$ cat src/rtl/serial_word_receiver.sv
// Serial-in/parallel-out word receiver with a single-entry holding register
// and valid/ready handshake; the next word is collected while one is held.
module serial_word_receiver #(
  parameter int WIDTH     = 4,
  parameter bit MSB_FIRST = 1'b1
) (
  input  logic                       CLK,
  input  logic                       Reset,
  input  logic                       Serial_In,
  input  logic                       Bit_Valid,
  input  logic                       Clear,
  input  logic                       Word_Ready,
  output logic [WIDTH-1:0]           Parallel_Out,
  output logic                       Word_Valid,
  output logic                       Overrun,
  output logic [$clog2(WIDTH)-1:0]   Bit_Count
);

  localparam int CW = $clog2(WIDTH);
  localparam logic [CW-1:0] LAST_BIT = CW'(WIDTH - 1);

  localparam logic [0:0] EMPTY = 1'b0;
  localparam logic [0:0] FULL  = 1'b1;

  logic [0:0]       state;
  logic [WIDTH-1:0] shift_reg;
  logic [WIDTH-1:0] shift_next;
  logic             take_bit;
  logic             complete;

  // Clear outranks Bit_Valid, so a cleared bit can never complete a word.
  always_comb begin
    take_bit = Bit_Valid && !Clear;
    complete = take_bit && (Bit_Count == LAST_BIT);
    if (MSB_FIRST) shift_next = {shift_reg[WIDTH-2:0], Serial_In};
    else           shift_next = {Serial_In, shift_reg[WIDTH-1:1]};
  end

  always_ff @(posedge CLK) begin
    if (Reset) begin
      state        <= EMPTY;
      shift_reg    <= '0;
      Bit_Count    <= '0;
      Parallel_Out <= '0;
      Overrun      <= 1'b0;
    end else begin
      if (Clear) begin
        shift_reg <= '0;
        Bit_Count <= '0;
        Overrun   <= 1'b0;
      end else if (Bit_Valid) begin
        shift_reg <= shift_next;
        Bit_Count <= complete ? '0 : Bit_Count + 1'b1;
      end

      // The completed word is taken from shift_next so it is visible right after its last bit.
      case (state)
        EMPTY: begin
          if (complete) begin
            Parallel_Out <= shift_next;
            state        <= FULL;
          end
        end
        default: begin
          if (complete) begin
            if (Word_Ready) Parallel_Out <= shift_next;
            else            Overrun      <= 1'b1;
          end else if (Word_Ready) begin
            state <= EMPTY;
          end
        end
      endcase
    end
  end

  assign Word_Valid = (state == FULL);

endmodule

$ cat config.mk
export PLATFORM = sky130hd
export DESIGN_NAME = serial_word_receiver
export DESIGN_NICKNAME = d
export VERILOG_FILES = /design/src/rtl/serial_word_receiver.sv
export SDC_FILE = /design/constraint.sdc
export NUM_CORES = 1
export LEC_CHECK = 0
export ABC_AREA = 1
export CORE_AREA = 8 8 45 47
export CTS_CLUSTER_SIZE = 28
export DETAILED_ROUTE_END_ITERATION = 10
export DIE_AREA = 0 0 53 55
export SYNTH_ARGS = -nofsm -noshare
export SYNTH_HDL_FRONTEND = slang
export SYNTH_SLANG_ARGS = --single-unit
$ cat constraint.sdc
create_clock -name CLK -period 1.4 [get_ports CLK]
set_input_delay 0.14 -clock CLK [delete_from_list [all_inputs] [get_ports CLK]]
set_output_delay 0.14 -clock CLK [all_outputs]
set_load 0.02 [all_outputs]
Word level (Yosys, flattened, before mapping)

Index checks and enable logic that the tools add are counted.

Register bits: 11
Input bits: 6
Output and inout bits: 8
Logic and storage cells: 26

Add/sub/neg operators: 1
Equality and inequality tests: 2
Muxes and demuxes: 13
Reductions and logical operators: 5

Operators by type and width:

| operator                                                      | number |
|---|---|
| 4-bit 2-to-1 mux                                              | 4 |
| 1-bit 2-to-1 mux                                              | 8 |
| 2-bit by 1-bit adder with 2-bit output, second input constant | 1 |
| 2-bit equality test, second input constant                    | 1 |
| 1-bit logical AND                                             | 2 |
| 2-bit 2-to-1 mux                                              | 1 |
| 2-bit != test, second input constant                          | 1 |
| 2-bit AND reduction                                           | 1 |
| 2-bit OR reduction                                            | 1 |
| 1-bit zero test                                               | 1 |

Depth between registers and ports, before layout

Word-level depth: 5
Gate-level depth with buffers: 6
Gate-level depth less buffers: 6

Worst setup path after synthesis

OpenSTA, ideal clock, no wires.

Path type: register -> register
From: reg Bit_Count[0]
To: reg Parallel_Out[0]
Library setup time: 0.113 ns
Arrival time: 1.065 ns
Required time: 1.287 ns
Slack: 0.222 ns
Cell stages (with the launch flop): 7
Path buffers: 0
Clock period less this slack: 1.178 ns
Cell sequence: dfxtp_1 ha_1 nand2_2 nor2_4 nand3_1 nand2_1 nor2_1

Cells in the longest elaborated chain, start to end: 3

Ends and longest elaborated chain:

| what                          | RTL line | RTL |
|---|---|---|
| start, declared               | 16       | `output logic [$clog2(WIDTH)-1:0] Bit_Count` |
| start signal, assigned        | 53       | `Bit_Count <= complete ? '0 : Bit_Count + 1'b1;` |
| 2-bit equality test           | 34       | `complete = take_bit && (Bit_Count == LAST_BIT);` |
| 1-bit logical AND             | 34       |  |
| 2-bit AND reduction (no line) | n/a      |  |
| end signal, assigned          | 60       | `Parallel_Out <= shift_next;` |
| end signal, assigned          | 66       | `if (Word_Ready) Parallel_Out <= shift_next;` |
| end, declared                 | 13       | `output logic [WIDTH-1:0] Parallel_Out,` |

No other way between the ends.
A chain may end at the register's enable or synchronous reset.

Worst setup path in the final report

From: reg Overrun
To: out Overrun

RTL lines:

| what                   | RTL line | RTL |
|---|---|---|
| start, declared        | 15       | `output logic Overrun,` |
| start signal, assigned | 45       | `Overrun <= 1'b0;` |
| start signal, assigned | 50       | `Overrun <= 1'b0;` |
| start signal, assigned | 67       | `else Overrun <= 1'b1;` |

No word-level cell between the ends.

==> reports/metrics.csv <==
stage,metric,value,unit
final_layout,post-route insts no fill,96,
place,I/O Buffers,13,
global_route,aggregate global routing overflow,0,
synthesis,Synth top area share,0.456,
clock_tree,CTS tree,done,
floorplan,initial core utilization,0.349,
sta,final hold vios,0,
sta,Setup-failing EPs final,0,
sta,slack of the critical path,0.0583,ns
place,pre-CTS setup slack,0.143,ns
pwr,"IR drop worst, VDD",400,uV
sta,Final Max Tran Viols,0,
floorplan,I/O pin total,14,
setup_path,maximum fanout along the worst path,2,
outcome,status,finished clean,
setup_path,Crit Path Class,reg2out,
sta,Layout Skew,0.00318,ns
routing,WL/cell,9.81,um
sta,unrepaired setup endpoints after global routing,no,
floorplan,Die Height,55,um
synthesis,Synthesis Warnings,0,
synthesis,register area share after synthesis,0.456,
place,post-placement cell count,92,
place,post-detail-place hpwl,755,um
routing,DRC viols,0,
clock_tree,TritonCTS buffer count,3,
synthesis,synth top area cells,"dfxtp_1, nand2_1, nor2_1, a21oi_1, inv_1",
setup_path,worst path bufs/invs,1,
clock_tree,H-tree levels,1,
global_route,Total GRT Usage,0.0707,
setup_path,CP Data Arrival Time,1.20,ns
synthesis,Post-synth EDFFs,0,
sta,Slew HR,0.820,
job,max-cap viol count,0,
pwr,Pwr per Cell Area,893,nW/um^2
clock_tree,root buffer cell,clkbuf_4,
setup_path,crit start category,flop,
setup_path,crit-path cells,clkdlybuf4s50_1,
setup_path,Worst EP required,1.26,ns
routing,ANT nets after route,0,
synthesis,most frequent cells after synthesis,"dfxtp_1, nand2_1, nor2_1",
sta,Max Freq,745,MHz
setup_path,"delay-heaviest family, CP",buffers and inverters,
setup_path,slowest cell delay on critical path,0.60,ns
routing,final wirelength,942,um
floorplan,num rows,14,
synthesis,Mapped Area,483,um^2
setup_path,slowest CP cell,clkdlybuf4s50_1,
final_layout,Ant. Diodes,0,
synthesis,Seq cells post-synth,11,
pwr,leakage,0.302,nW
final_layout,Area growth syn-to-layout,36.5,%
routing,drt pass-1 iters,3,
clock_tree,clk slew on worst S/H paths,0.07,ns
synthesis,Synth cell types,14,
synthesis,syn avg cell area,7.67,um^2
synthesis,Yosys top cell by area,dfxtp_1,
clock_tree,CTS Buffer Depth,2,
global_route,vias in the first global route,385,
synthesis,syn nets,70,
sta,final critical-path required period,1.34,ns
synthesis,ys flop type,dfxtp_1,
sta,period utilization,0.958,
clock_tree,hold buffer count at cts,0,
routing,DR vias,422,
global_route,first-pass GRT wire length,1570,um
global_route,largest net degree at the start of global routing,8,
setup_path,crit path capture type,primary output,
place,GP Congestion,0.749,
final_layout,share of cells above drive strength 1,0.150,
floorplan,core area,1380,um^2
floorplan,Die ar.,2920,um^2
sta,Least-Margin Pin Slew,0.269,ns
final_layout,Finished Core Util,0.476,
clock_tree,worst skew pair latency,0.27,ns
worst_hold_path,worst hold-check path type,reg2reg,
routing,drt via density,4.40,
global_route,initial antenna violation count,0,
routing,1st-iter DRT viols,5,
synthesis,Synth async-reset ratio,0,
pwr,Total Power,0.000589,W
final_layout,max reg flops,4,
clock_tree,CTS sink cnt,11,
sta,TNS Setup,0,ns
floorplan,Die W,53,um
final_layout,Nets,88,
synthesis,Syn Inst Count,63,
cells in the final DEF (no fill, tap or decap):
| master | instances |
|---|---|
| nor2_2 | 1 |
| a21oi_1 | 6 |
| dlymetal6s2s_1 | 2 |
| o21ai_1 | 3 |
| clkdlybuf4s50_1 | 10 |
| nor2_1 | 10 |
| ha_1 | 1 |
| inv_2 | 3 |
| buf_4 | 1 |
| nor2_4 | 2 |
| dlygate4sd2_1 | 1 |
| nand3_4 | 1 |
| clkbuf_4 | 3 |
| dfxtp_1 | 11 |
| nand2_1 | 11 |
| inv_1 | 7 |
| clkbuf_1 | 1 |
| nand3_1 | 5 |
| nand2_2 | 1 |
path summary, 6_finish.rpt:
path,from,to,slack (ns),cells past startpoint
worst min register to register,Overrun$_SDFF_PP0_,Overrun$_SDFF_PP0_,0.46,2
worst max-delay path,Overrun$_SDFF_PP0_,Overrun,0.06,1
worst max register to register,Bit_Count[0]$_SDFFE_PP0P_,Parallel_Out[0]$_SDFFE_PP0P_,0.29,6
worst min-delay path,Overrun$_SDFF_PP0_,Overrun$_SDFF_PP0_,0.46,2
per-layer routing:
layer  vias up  GRT usage  routed length [um]
li1        229          -                   -
met1       177     0.0828                 440
met2        13      0.107                 406
met3         3     0.0294                  79
met4         0     0.0388                  15
met5         -          0                   0
stage by stage:
| stage | hold WS (ns) | instance area [um^2] |
|---|---|---|
| final | 0.458 | 659 |
| after global routing | 0.472 | 659 |
| after CTS | 0.452 | 654 |
| after detailed placement | 0.447 | 629 |
| after global placement | 0.446 | 629 |
| after floorplan | 0.209 | 483 |
timing repair:
item	in CTS	in global routing
endpoints found under the setup margin	1	2
gates cloned	0	0
pin swaps	0	0
buffers inserted	0	0
gates resized for setup	1	2
power breakdown:
part           internal (W)  leakage (nW)  switching (W)
sequential         0.000318        0.0891     0.00000312
clock              0.000110        0.0150       0.000105
combinational     0.0000247         0.198      0.0000282
total              0.000453         0.302       0.000136
final cells by class:
class	count	area [um^2]
multi-input cells	41	214
repair buffers	14	141
well taps	16	20.0
clock buffers	4	26.3
fillers	148	724
inverters	10	37.5
flip-flops and latches	11	220
worst reg2reg max path: cells and delay by family, from the launching register on:
kind | cells | cell delay (ns)
DFF | 1 | 0.37
and+or+nand+nor | 5 | 0.40
adders and majority gates | 1 | 0.24
cells by family after synthesis:
family / count (synthesis) / share of synthesized area
DFF: 11 / 0.456
adders and majority gates: 1 / 0.0259
buffers and inverters: 11 / 0.101
AOI/OAI and AO/OA: 9 / 0.0933
and+or+nand+nor: 31 / 0.324
Note: power is estimated with default switching activity, not from simulation.
